[config.mk]
export PLATFORM = sky130hd
export DESIGN_NAME = uart_status_tx
export DESIGN_NICKNAME = d
export VERILOG_FILES = /design/src/rtl/uart_status_tx.sv
export SDC_FILE = /design/constraint.sdc
export NUM_CORES = 1
export LEC_CHECK = 0
export ABC_AREA = 1
export CORE_MARGIN = 3
export CORE_UTILIZATION = 50
export DETAILED_ROUTE_END_ITERATION = 6
export PLACE_DENSITY_LB_ADDON = 0.05
export SLEW_MARGIN = 0
export SYNTH_ARGS = -nofsm -noshare
export SYNTH_HDL_FRONTEND = slang
export SYNTH_SLANG_ARGS = --single-unit
export TNS_END_PERCENT = 30
[constraint.sdc]
create_clock -name clk -period 2.3 [get_ports clk]
set_input_delay 0.23 -clock clk [delete_from_list [all_inputs] [get_ports clk]]
set_output_delay 0.23 -clock clk [all_outputs]
set_load 0.01 [all_outputs]
[src/rtl/uart_status_tx.sv]
// Status/response transmitter: on an accepted request, sends the 5-byte 8N1 frame
// A5, cmd, data_hi, data_lo, checksum on a UART TX line, LSB first, with no gap between bytes.
module uart_status_tx #(
  parameter int CLK_FREQ  = 50_000_000,
  parameter int BAUD_RATE = 115200
) (
  input  logic        clk,
  input  logic        rst,
  input  logic        req_i,
  input  logic [7:0]  cmd_i,
  input  logic [15:0] data_i,
  output logic        uart_tx_o,
  output logic        busy_o,
  output logic        done_o,
  output logic        drop_o
);

  localparam int CLKS_PER_BIT = CLK_FREQ / BAUD_RATE;
  localparam int BAUD_W       = (CLKS_PER_BIT < 2) ? 1 : $clog2(CLKS_PER_BIT);

  localparam logic [BAUD_W-1:0] BAUD_LAST = BAUD_W'(CLKS_PER_BIT - 1);
  localparam logic [BAUD_W-1:0] BAUD_ONE  = BAUD_W'(1);
  localparam logic [7:0]        HEADER    = 8'hA5;
  localparam logic [2:0]        LAST_BIT  = 3'd7;
  localparam logic [2:0]        LAST_BYTE = 3'd4;

  localparam logic [1:0] S_IDLE  = 2'd0;
  localparam logic [1:0] S_START = 2'd1;
  localparam logic [1:0] S_DATA  = 2'd2;
  localparam logic [1:0] S_STOP  = 2'd3;

  if (CLKS_PER_BIT < 2) begin : g_bad_baud
    $error("uart_status_tx: CLK_FREQ/BAUD_RATE must be at least 2");
  end

  logic [1:0]        state_q,    state_d;
  logic [BAUD_W-1:0] baud_q,     baud_d;
  logic [2:0]        bit_idx_q,  bit_idx_d;
  logic [2:0]        byte_idx_q, byte_idx_d;
  logic [7:0]        shift_q,    shift_d;
  logic [7:0]        cmd_q,      cmd_d;
  logic [15:0]       data_q,     data_d;
  logic [7:0]        csum_q,     csum_d;
  logic              tx_q,       tx_d;
  logic              busy_q,     busy_d;
  logic              done_q,     done_d;
  logic              drop_q,     drop_d;

  logic              baud_end;
  logic [7:0]        next_byte;

  assign baud_end = (baud_q == BAUD_LAST);

  // Byte that follows the one currently indexed; only consulted when leaving STOP.
  always_comb begin
    next_byte = csum_q;
    case (byte_idx_q)
      3'd0:    next_byte = cmd_q;
      3'd1:    next_byte = data_q[15:8];
      3'd2:    next_byte = data_q[7:0];
      default: next_byte = csum_q;
    endcase
  end

  always_comb begin
    state_d    = state_q;
    baud_d     = baud_q;
    bit_idx_d  = bit_idx_q;
    byte_idx_d = byte_idx_q;
    shift_d    = shift_q;
    cmd_d      = cmd_q;
    data_d     = data_q;
    csum_d     = csum_q;
    tx_d       = tx_q;
    busy_d     = busy_q;
    done_d     = 1'b0;
    drop_d     = req_i & busy_q;

    case (state_q)
      S_IDLE: begin
        tx_d       = 1'b1;
        busy_d     = 1'b0;
        baud_d     = '0;
        bit_idx_d  = '0;
        byte_idx_d = '0;
        if (req_i) begin
          cmd_d   = cmd_i;
          data_d  = data_i;
          csum_d  = cmd_i ^ data_i[15:8] ^ data_i[7:0];
          shift_d = HEADER;
          state_d = S_START;
          tx_d    = 1'b0;
          busy_d  = 1'b1;
        end
      end

      S_START: begin
        if (baud_end) begin
          baud_d    = '0;
          bit_idx_d = '0;
          state_d   = S_DATA;
          tx_d      = shift_q[0];
        end else begin
          baud_d = baud_q + BAUD_ONE;
        end
      end

      S_DATA: begin
        if (baud_end) begin
          baud_d = '0;
          if (bit_idx_q == LAST_BIT) begin
            state_d = S_STOP;
            tx_d    = 1'b1;
          end else begin
            bit_idx_d = bit_idx_q + 3'd1;
            shift_d   = {1'b0, shift_q[7:1]};
            tx_d      = shift_q[1];
          end
        end else begin
          baud_d = baud_q + BAUD_ONE;
        end
      end

      S_STOP: begin
        if (baud_end) begin
          baud_d = '0;
          if (byte_idx_q < LAST_BYTE) begin
            // Next start bit goes out immediately: bytes are back-to-back.
            byte_idx_d = byte_idx_q + 3'd1;
            shift_d    = next_byte;
            state_d    = S_START;
            tx_d       = 1'b0;
          end else begin
            byte_idx_d = '0;
            state_d    = S_IDLE;
            tx_d       = 1'b1;
            busy_d     = 1'b0;
            done_d     = 1'b1;
          end
        end else begin
          baud_d = baud_q + BAUD_ONE;
        end
      end

      default: begin
        state_d = S_IDLE;
        tx_d    = 1'b1;
        busy_d  = 1'b0;
      end
    endcase
  end

  always_ff @(posedge clk or posedge rst) begin
    if (rst) begin
      state_q    <= S_IDLE;
      baud_q     <= '0;
      bit_idx_q  <= '0;
      byte_idx_q <= '0;
      shift_q    <= '0;
      cmd_q      <= '0;
      data_q     <= '0;
      csum_q     <= '0;
      tx_q       <= 1'b1;
      busy_q     <= 1'b0;
      done_q     <= 1'b0;
      drop_q     <= 1'b0;
    end else begin
      state_q    <= state_d;
      baud_q     <= baud_d;
      bit_idx_q  <= bit_idx_d;
      byte_idx_q <= byte_idx_d;
      shift_q    <= shift_d;
      cmd_q      <= cmd_d;
      data_q     <= data_d;
      csum_q     <= csum_d;
      tx_q       <= tx_d;
      busy_q     <= busy_d;
      done_q     <= done_d;
      drop_q     <= drop_d;
    end
  end

  assign uart_tx_o = tx_q;
  assign busy_o    = busy_q;
  assign done_o    = done_q;
  assign drop_o    = drop_q;

endmodule

# After elaboration in Yosys (flattened, before gate mapping)
# Cells that the tools add are included.
[op_classes]
n_addsub = 3
n_lt_le_gt_ge = 1
eq_ne = 15
mux = 36
bitwise = 3
n_reduce_logical = 13
[ops]
columns = ["operator", "count"]
rows = [
  ["$pmux 8 s3", 2],
  ["$mux 8", 5],
  ["$pmux 9 s2", 1],
  ["$ne 2x2->1 const B", 8],
  ["$xor 8x8->8", 2],
  ["$mux 3", 5],
  ["$mux 1", 12],
  ["$mux 2", 5],
  ["$add 9x1->9 const B", 1],
  ["$eq 9x9->1 const B", 1],
  ["$mux 9", 1],
  ["$pmux 3 s3", 1],
  ["$pmux 2 s4", 1],
  ["$add 3x1->3 const B", 2],
  ["$pmux 3 s2", 1],
  ["$reduce_and 3->1", 2],
  ["$reduce_and 6->1", 1],
  ["$reduce_bool 3->1", 2],
  ["$reduce_and 5->1", 1],
  ["$eq 2x2->1 const B", 2],
  ["$pmux 1 s4", 1],
  ["$reduce_and 2->1", 2],
  ["$reduce_and 4->1", 1],
  ["$eq 3x1->1 const B", 1],
  ["other kinds (10)", 10],
]
[word_totals]
ff_bits = 61
out_inout_bits = 4

# Longest topological paths before layout
# Gate-level depths: netlist of the first run.
[depth]
depth_word = 5
depth_mapped = 11
depth_no_buf = 11

# Least setup slack after synthesis of the first run
# No wires, ideal clock.
[synth_timing]
path_kind = "register to register"
startpoint = "register state_q[0]"
endpoint = "register shift_q[0]"
arrival_time_ns = 1.376
t_required_ns = 2.184
setup_slack_ns = 0.807
stages_incl_launch_ff = 11
n_path_buf = 0
period_less_slack_ns = 1.493
path_cell_list = "dfrtp_1 inv_1 ha_1 inv_1 nor2_1 nor2_1 nand2_1 a21oi_1 nand2_2 nand2_1 nand2_1"
[synth_via]
elab_chain_cells = 3
elab_cells_between_ends = 11
classes_between = "eq/ne: 7; mux: 1; reduce/logical: 3"
[synth_lines]
columns = ["item", "line", "source"]
rows = [
  ["start, declared", "36", "logic [1:0] state_q, state_d;"],
  ["start signal, assigned", "168", "state_q <= state_d;"],
  ["$eq 2x2->1 / $logic_not 2->1 (equally long branches)", "79", "case (state_q)"],
  ["$ne 2x2->1 (no source line) / $reduce_bool 3->1 (equally long branches)", "n/a", ""],
  ["$reduce_and 6->1 (no source line)", "n/a", ""],
  ["end signal, assigned", "172", "shift_q <= shift_d;"],
  ["end, declared", "40", "logic [7:0] shift_q, shift_d;"],
]
# Several ways; a longest one is shown, not always the timed one.
# A chain may end at the register's enable or synchronous reset.

# Final worst setup path of the first run
[layout_timing]
startpoint = "register state_q[0]"
endpoint = "register state_q[0]"
[layout_via]
elab_chain_cells = 3
elab_cells_between_ends = 11
classes_between = "eq/ne: 8; mux: 1; reduce/logical: 2"
[layout_lines]
columns = ["item", "line"]
rows = [
  ["$eq 2x2->1, or another cell as far along", "79"],
  ["$ne 2x2->1 (no source line)", "n/a"],
  ["$reduce_and 5->1 (no source line)", "n/a"],
]
# Several ways; a longest one is shown, not always the timed one.

==> results.toml, run 1 <==
[outcome]
status = "completed"

[floorplanning]
die_area_um2 = 7630
die_x_um = 87.4
fp.dieH_um = 87.4
initial_core_util_pct = 51.8
row_count = 29
pin_count = 31
fp.coreArea_um2 = 6390

[routing]
drtPass1Iterations = 4
vias = 2767
dr.first_iter.drc_count = 133
vias_per_cell = 5.08
avgRoutedWirePerCell_um = 12.7
routed_wl_um = 6950
drtAntennaViolNets = 0
drc = 0

[synth]
synth_cell_type_count = 32
netlist_area_um2 = 3310
ys_top_cells_by_area = "dfrtp_1 (45%), nand2_1 (20%), ha_1 (5.7%)"
ys_warn_count = 0
ys_ff_latch = 61
post-synth-top-area-cell = "dfrtp_1"
async_reset_ff_share_pct = 100
yosysTopAreaCellShare_pct = 45.4
syn_area_per_cell_um2 = 7.68
yosysMostFrequentCell = "nand2_1"
ys_top_cells_by_count = "nand2_1 (172), dfrtp_1 (60), inv_1 (32)"
synth_ff_type = "dfrtp_1"
synth_seq_area_share_pct = 46.2
mappedNetlistNets = 473
syn_inst = 431
synth_edf_count = 0

[clock_network]
post_cts_resize_count = 0
cts_buffer_depth = 2
cts_tree = "built"
hold_buffers = 0
root_buffer = "clkbuf_8"
clock_latency_ns = 0.35
cts_setup_buffers = 0
cts_sinks = 61
htree_num_levels = 3
cts_buffers = 9
clk_pin_slew_ns = 0.07

[sta]
finalHoldViolations = 0
clock_skew_ns = 0.00704
max_slew_margin_pct = 65.8
fin_ws_ns = 0.431
rsz0062_at_grt = "false"
timing.fmax_ghz = 0.535
period_share_pct = 81.2
worst_pin_slew_ns = 0.513
finalSetupViolations = 0
setup-tns-final_ns = 0
slew_violations = 0
finalCriticalPeriod_ns = 1.87
whs_ns = 0.255

[finish]
final_util_pct = 60.4
layout-drive-gt1-share_pct = 7.69
fin_nets = 505
num-fill-cells = 587
area_delta_synth_final_pct = 16.6
fin_area_um2 = 3860
antenna_cells = 0
final_cells = 545

[power_and_ir_drop]
power.share.clock_pct = 19.9
seq_power_share_pct = 37.3
total_leakage_power_nw = 1.98
p_int_mw = 2.78
irDropWorstVdd_mv = 0.717
total_power_mw = 4.74
p_sw_share_pct = 41.4
cellPowerDensity_nw_per_um2 = 1230
combPwrFrac_pct = 42.8
p_sw_mw = 1.96

[global_routing]
antenna_found_initial = 0
grt_max_degree = 62
grt_pass1_vias = 2670
grt_overflow = 0
grt_usage_pct = 20.2
grt_first_pass_wirelength_um = 12100

[worst_setup_path]
worstPathRequired_ns = 2.52
cpMaxStageDelayCell = "dfrtp_1"
critPathTopFamily = "flip-flops"
cp_max_fo = 16
reg2reg_from = "state_q[0]$_DFFE_PP0P_"
rr_worst_depth = 8
crit_chain = "inv_1 > ha_1 > inv_1 > nand2_1 > o21ai_2 > nand2_1 > nand2_1 > o21ai_0"
r2r_slack_ns = 0.43
crit_buf_inv = 2
critPathLaunchType = "flop"
endpoint_kind = "flop"
worstSetupPathType = "reg -> reg"
cp_num_cells = 8
slowest_delay_ns = 0.49
timing.rr.end = "state_q[0]$_DFFE_PP0P_"
arrival_ns = 2.09
cp_common_cell = "nand2_1"

[place]
dp_slack_ns = 0.432
dpl_cell_area_um2 = 3670
port_buffers = 30
hpwl_um = 4800
placedCellCount = 529
gp_congestion = 0.827

[worst_hold_path]
min_path_type = "in -> async"

[run]
drv_cap = 0
cell usage in the layout, fill, tap and decap left out, drive strengths merged:
| cell | count |
|---|---|
| nand2 | 178 |
| dfrtp | 60 |
| inv | 35 |
| nor2 | 34 |
| o21ai | 34 |
| nand3 | 30 |
| clkdlybuf4s50 | 30 |
| ha | 15 |
| clkbuf | 11 |
| a21oi | 9 |
| xnor2 | 5 |
| o31ai | 5 |
| clkinv | 4 |
| nor3 | 3 |
| buf | 3 |
| nand4 | 2 |
| nor3b | 2 |
| a211oi | 1 |
| o22ai | 1 |
| and3 | 1 |
| xor2 | 1 |
| a22oi | 1 |
| or2 | 1 |
| bufinv | 1 |
| dfstp | 1 |
worst max path at each step:
stage                                 from                      to  slack [ns]
global placement    state_q[0]$_DFFE_PP0P_  shift_q[2]$_DFFE_PP0P_        0.53
global route        state_q[0]$_DFFE_PP0P_  state_q[0]$_DFFE_PP0P_        0.21
detailed placement  state_q[0]$_DFFE_PP0P_  shift_q[2]$_DFFE_PP0P_        0.43
CTS                 state_q[0]$_DFFE_PP0P_  state_q[0]$_DFFE_PP0P_        0.42
finish              state_q[0]$_DFFE_PP0P_  state_q[0]$_DFFE_PP0P_        0.43
floorplan                              rst     baud_q[0]$_DFF_PP0_        0.56
power groups by stage:
stage	Clock (mW)	Combinational, mW	Sequential [mW]
CTS	0.968	2.06	1.77
global route	1.01	2.38	1.82
finish	0.944	2.03	1.77
detailed placement	0	2.04	1.78
floorplan	0	1.58	1.72
global placement	0	2.01	1.77
area by class of cell:
type / instances / area (µm²) / area share [%]
multi-input cells: 323 / 1580 / 40.9
repair buffers: 33 / 335 / 8.69
flip-flops and latches: 61 / 1530 / 39.6
inverters: 35 / 131 / 3.40
clock buffers: 11 / 141 / 3.66
well taps: 77 / 96.3 / 2.50
clock inverters: 5 / 50.0 / 1.30
registers in the layout, indices dropped and copies added (netlist names):
| register | cells |
|---|---|
| shift_q | 8 |
| drop_o | 1 |
| uart_tx_o | 1 |
| busy_o | 1 |
| bit_idx_q | 3 |
| state_q | 2 |
| baud_q | 9 |
| done_o | 1 |
| data_q | 16 |
| cmd_q | 8 |
| csum_q | 8 |
| byte_idx_q | 3 |
worst register-to-register path, delay by kind of cell, from the launching register on:
kind	cells	cell delay, ns
AOI/OAI and AO/OA	2	0.27
adders and majority gates	1	0.40
DFF	1	0.49
buffers and inverters	2	0.30
and+or+nand+nor	3	0.30
cells by family after synthesis:
group,share of synthesized area (%)
buffers and inverters,6.20
adder cells (fa/ha/maj),5.67
AO/OA/AOI/OAI,8.85
AND/OR/NAND/NOR,31.5
XOR/XNOR,1.59
flip-flops,46.2
per-layer routing:
metal | part of all wire [%] | GRT usage, % | vias up
met1 | 49 | 27.4 | 1276
met3 | 3.8 | 3.41 | 11
met4 | 2.1 | 9.21 | 0
met2 | 45 | 31.4 | 50
li1 | - | - | 1430
met5 | 0 | 0 | -
Power figures use the tool's default switching activity.
==> inputs of run 2 (changes only) <==
==> constraint.sdc (replaced) <==
create_clock -name clk -period 1.6 [get_ports clk]
set_input_delay 0.16 -clock clk [delete_from_list [all_inputs] [get_ports clk]]
set_output_delay 0.16 -clock clk [all_outputs]
set_load 0.01 [all_outputs]
==> run 2 against run 1 <==
Net effect:
- clock skew is 0.0050 ns higher
- non-clock buffer count is 21 higher
- setup slack got worse by 0.36 ns
- combinational power is 76% higher
- first-iteration DRC count increased by 12%
==> results.toml, run 2 (synthesis gave the netlist of run 1 again) <==
[outcome]
status = "completed"

[worst_setup_path]
cp_max_fo = 5
arrival_ns = 1.74
slowest_delay_ns = 0.44
crit_chain = "buf_4 > ha_1 > inv_2 > nand2_2 > o21ai_4 > nand2_2 > nand2_1 > o21ai_0"
cp_common_cell = "nand2_2"
cpMaxStageDelayCell = "dfrtp_1"
critPathTopFamily = "flip-flops"
worstSetupPathType = "reg -> reg"
worstPathRequired_ns = 1.81
crit_buf_inv = 2
endpoint_kind = "flop"
critPathLaunchType = "flop"

[finish]
largest_register_ff_count = 16
fin_nets = 526
multi_input_area_um2 = 1630
regArea_um2 = 1530
regMostFlops = "data_q"
final_cells = 566
area_delta_synth_final_pct = 26.4
antenna_cells = 0
final_common_cell = "nand2_1"
num-fill-cells = 557
layout-drive-gt1-share_pct = 14.9
top_regs = "data_q x16, baud_q x9"
final_util_pct = 65.5
final_cell_mix = "nand2_1 (167), dfrtp_1 (60), nor2_1 (30), nand3_1 (30), clkdlybuf4s50_1 (29)"
fin_area_um2 = 4180

[clock_network]
hold_buffers = 0
clk_pin_slew_ns = 0.07
cts_tree = "built"
cts_sinks = 61
cts_buffers = 9
clock_latency_ns = 0.34
root_buffer = "clkbuf_8"
htree_num_levels = 3
cts_buffer_depth = 2

[sta]
slew_violations = 0
worst_pin_slew_ns = 0.347
finalCriticalPeriod_ns = 1.53
finalSetupViolations = 0
rsz0062_at_grt = "true"
fin_ws_ns = 0.0748
clock_skew_ns = 0.0120
period_share_pct = 95.3
max_slew_margin_pct = 76.9
timing.fmax_ghz = 0.656
finalHoldViolations = 0

[global_routing]
grt_overflow = 0
grt_max_degree = 62
grt_usage_pct = 20.8
grt_first_pass_wirelength_um = 12400
antenna_found_initial = 0
grt_pass1_vias = 2740

[place]
dpl_cell_area_um2 = 3820
placedCellCount = 542
dp_slack_ns = 0.0580
hpwl_um = 4980
gp_congestion = 0.842
port_buffers = 30

[floorplanning]
initial_core_util_pct = 51.8
die_area_um2 = 7630
pin_count = 31
die_x_um = 87.4
fp.dieH_um = 87.4
fp.coreArea_um2 = 6390
row_count = 29

[routing]
drtAntennaViolNets = 0
avgRoutedWirePerCell_um = 13.1
drtPass1Iterations = 4
vias_per_cell = 5.04
drc = 0
vias = 2852
routed_wl_um = 7440
dr.first_iter.drc_count = 149

[worst_hold_path]
min_path_type = "in -> async"

[power_and_ir_drop]
combPwrFrac_pct = 46.6
total_leakage_power_nw = 2.12
power.share.clock_pct = 20.4
total_power_mw = 7.67
p_sw_share_pct = 39.9
cellPowerDensity_nw_per_um2 = 1830
seq_power_share_pct = 33.0
p_sw_mw = 3.06
irDropWorstVdd_mv = 1.07
p_int_mw = 4.61

[run]
drv_cap = 0
[run 2: changes by cell type in the layout (fill, tap and decap cells not counted), moves of 3 or more]
cell	previous run	this run
buf_12	1	5
clkinvlp_4	0	3
nand2_2	4	9
nand2_1	172	167
clkinv_2	4	0
buf_4	2	17
ha_1	15	11
inv_2	4	8
inv_1	31	26
[run 2: area by class of cell]
type,count,area share [%]
Inverter,35,3.23
Timing Repair Buffer,54,13.5
Sequential cell,61,36.5
Multi-Input combinational cell,323,39.0
Tap cell,77,2.30
Clock inverter,5,2.00
Clock buffer,11,3.38
[run 2: what timing repair did]
| action | CTS | global route |
|---|---|---|
| buffers inserted | 0 | 7 |
| setup endpoints to repair | 0 | 24 |
| resized for setup | 0 | 22 |
[run 2: power groups by stage]
stage	sequential (mW)	clock, mW	combinational, mW
2_1_floorplan	2.47	0	2.27
3_3_place_gp	2.53	0	3.16
3_5_place_dp	2.54	0	3.23
4_1_cts	2.53	1.61	3.23
5_1_grt	2.60	1.69	4.07
6_report	2.53	1.57	3.58
[run 2: path summary, 6_finish.rpt]
| path | startpoint | end | slack (ns) | cells after the start |
|---|---|---|---|---|
| max | state_q[1]$_DFFE_PP0P_ | state_q[0]$_DFFE_PP0P_ | 0.07 | 8 |
| min | rst | csum_q[3]$_DFFE_PP0P_ | 0.24 | 3 |
| max reg2reg | state_q[1]$_DFFE_PP0P_ | state_q[0]$_DFFE_PP0P_ | 0.07 | 8 |
| min reg2reg | shift_q[2]$_DFFE_PP0P_ | shift_q[2]$_DFFE_PP0P_ | 0.49 | 2 |
| max in group asynchronous | rst | uart_tx_o$_DFFE_PP1P_ | 1.03 | 3 |
| min in group clk | cmd_i[7] | cmd_q[7]$_DFFE_PP0P_ | 0.40 | 3 |
[run 2: worst reg2reg max path, stage by stage, from the launching register on]
cell	delay, ns
dfrtp_1	0.44
buf_4	0.16
ha_1	0.22
inv_2	0.09
nand2_2	0.09
o21ai_4	0.20
nand2_2	0.08
nand2_1	0.06
o21ai_0	0.07
[run 2: metal layers]
metal  GRT usage, %  wire [µm]  up-vias
met5              0          0        -
met3           6.15        357        8
met4           5.86         66        0
met1           28.4       3650     1321
li1               -          -     1476
met2           32.2       3370       47
[run 2: through the flow]
step	TNS [ns]	hold WS, ns
finish	0	0.239
global route	-0.159	0.263
floorplan	0	0.257
detailed placement	0	0.468
CTS	0	0.259
global placement	0	0.465
==> inputs of run 3 (changes only) <==
==> constraint.sdc (replaced) <==
create_clock -name clk -period 1.6 [get_ports clk]
set_input_delay 0.16 -clock clk [delete_from_list [all_inputs] [get_ports clk]]
set_output_delay 0.16 -clock clk [all_outputs]
set_load 0.05 [all_outputs]
==> run 3 against run 2 <==
Net effect:
- core utilization decreased by 0.43 points
- critical path type unchanged
- register-to-register slack about the same
- wire length increased by 0.83%
==> results.toml, run 3 (synthesis gave the netlist of run 1 again) <==
[place]
dp_slack_ns = 0.0312
port_buffers = 30
gp_congestion = 0.839
hpwl_um = 5150
dpl_cell_area_um2 = 3830

[floorplanning]
initial_core_util_pct = 51.8
row_count = 29
fp.coreArea_um2 = 6390
fp.dieH_um = 87.4
die_area_um2 = 7630
die_x_um = 87.4
pin_count = 31

[global_routing]
grt_max_degree = 39
grt_usage_pct = 21.3
met3_usage_pct = 4.92
grtUsageMet1_pct = 28.7
grt_pass1_vias = 2836
grt_first_pass_wirelength_um = 12800
use_met2_pct = 34.5
grt.busiest_layer = "met2"
grt_overflow = 0
antenna_found_initial = 0

[power_and_ir_drop]
p_int_mw = 4.44
cellPowerDensity_nw_per_um2 = 1820
irDropWorstVdd_mv = 1.21
total_leakage_power_nw = 2.12
p_sw_share_pct = 41.3
seq_power_share_pct = 33.5
combPwrFrac_pct = 48.2
p_sw_mw = 3.12
power.share.clock_pct = 18.3
total_power_mw = 7.56

[sta]
timing.fmax_ghz = 0.651
finalHoldViolations = 0
worst_pin_slew_ns = 0.451
clock_skew_ns = 0.00704
period_share_pct = 96.0
whs_ns = 0.187
rsz0062_at_grt = "true"
finalCriticalPeriod_ns = 1.54
finalSetupViolations = 0
slew_violations = 0
fin_ws_ns = 0.0640
max_slew_margin_pct = 69.8

[finish]
fin_area_um2 = 4160
num-fill-cells = 552
final_util_pct = 65.1
layout-drive-gt1-share_pct = 16.4
multi_input_area_um2 = 1620
final_common_cell = "nand2_1"
top_regs = "data_q x16, baud_q x9"
final_cell_mix = "nand2_1 (170), dfrtp_1 (60), nor2_1 (31)"
antenna_cells = 0
regArea_um2 = 1530
regMostFlops = "data_q"
fin_nets = 530
area_delta_synth_final_pct = 25.6
largest_register_ff_count = 16

[clock_network]
hold_buffers = 0
cts_tree = "built"
cts_sinks = 61
root_buffer = "clkbuf_8"
clock_latency_ns = 0.33
cts_buffer_depth = 2
cts_buffers = 9
clk_pin_slew_ns = 0.08
htree_num_levels = 3

[worst_setup_path]
reg2reg_from = "state_q[1]$_DFFE_PP0P_"
worstPathRequired_ns = 1.82
timing.rr.end = "shift_q[0]$_DFFE_PP0P_"
critPathLaunchType = "flop"
worstSetupPathType = "reg -> reg"
endpoint_kind = "flop"
r2r_slack_ns = 0.06
arrival_ns = 1.75
cp_max_fo = 10
rr_worst_depth = 7

[routing]
avgRoutedWirePerCell_um = 13.2
drc = 0
vias = 2912
vias_per_cell = 5.11
drtAntennaViolNets = 0
drtPass1Iterations = 4
dr.first_iter.drc_count = 116
routed_wl_um = 7500

[outcome]
status = "completed"

[worst_hold_path]
min_path_type = "in -> async"

[run]
drv_cap = 0
-- run 3: cell count changes in the layout (fill, tap and decap cells not counted), moves of 3 or more --
cell	change
nand2_1	+3
inv_1	-3
clkdlybuf4s50_1	-3
buf_4	+9
inv_2	+3
nand2_2	-3
-- run 3: stage by stage --
step | std cells | TNS (ns)
floorplan | 431 | 0
global placement | 545 | 0
detailed placement | 545 | 0
CTS | 561 | 0
global route | 570 | -0.177
finish | 570 | 0
-- run 3: cell type report --
class / instances / share of cell area, %
clock inverters: 4 / 1.14
inverters: 35 / 3.25
repair buffers: 58 / 14.0
well taps: 77 / 2.32
multi-input cells: 323 / 39.1
flip-flops and latches: 61 / 36.8
clock buffers: 12 / 3.49
-- run 3: power by group through the flow --
stage               combinational (mW)  sequential [mW]  clock, mW
floorplan                         2.27             2.56          0
global placement                  3.24             2.53          0
detailed placement                3.33             2.54          0
CTS                               3.35             2.53       1.40
global route                      4.15             2.62       1.48
finish                            3.65             2.53       1.38
-- run 3: routing by layer --
| metal | routed length [µm] | share of wire (%) | up-vias |
|---|---|---|---|
| met2 | 3600 | 48 | 47 |
| met3 | 286 | 3.8 | 6 |
| met4 | 66 | 0.88 | 0 |
| met1 | 3540 | 47 | 1377 |
| li1 | - | - | 1482 |
| met5 | 0 | 0 | - |
-- run 3: worst max path at each step --
| stage | startpoint | endpoint | slack [ns] |
|---|---|---|---|
| global route | state_q[1]$_DFFE_PP0P_ | shift_q[0]$_DFFE_PP0P_ | -0.04 |
| detailed placement | byte_idx_q[1]$_DFFE_PP0P_ | shift_q[0]$_DFFE_PP0P_ | 0.03 |
| CTS | byte_idx_q[0]$_DFFE_PP0P_ | shift_q[0]$_DFFE_PP0P_ | 0.02 |
| global placement | byte_idx_q[1]$_DFFE_PP0P_ | shift_q[0]$_DFFE_PP0P_ | 0.08 |
| floorplan | state_q[0]$_DFFE_PP0P_ | shift_q[0]$_DFFE_PP0P_ | 0.11 |
| finish | state_q[1]$_DFFE_PP0P_ | shift_q[0]$_DFFE_PP0P_ | 0.06 |
-- run 3: timing repair --
action	in CTS	in global routing
gates resized for setup	1	20
endpoints found under the hold margin	0	0
pin swaps	1	6
buffers inserted	0	8
setup endpoints to repair	1	22
gates cloned	0	1
-- run 3: worst max-delay path, cell delays in order, from the launching register on --
cell,delay (ns)
dfrtp_1,0.43
buf_4,0.16
ha_2,0.19
buf_4,0.18
a21oi_1,0.17
nand2_2,0.14
nand2_1,0.09
nand2_1,0.06
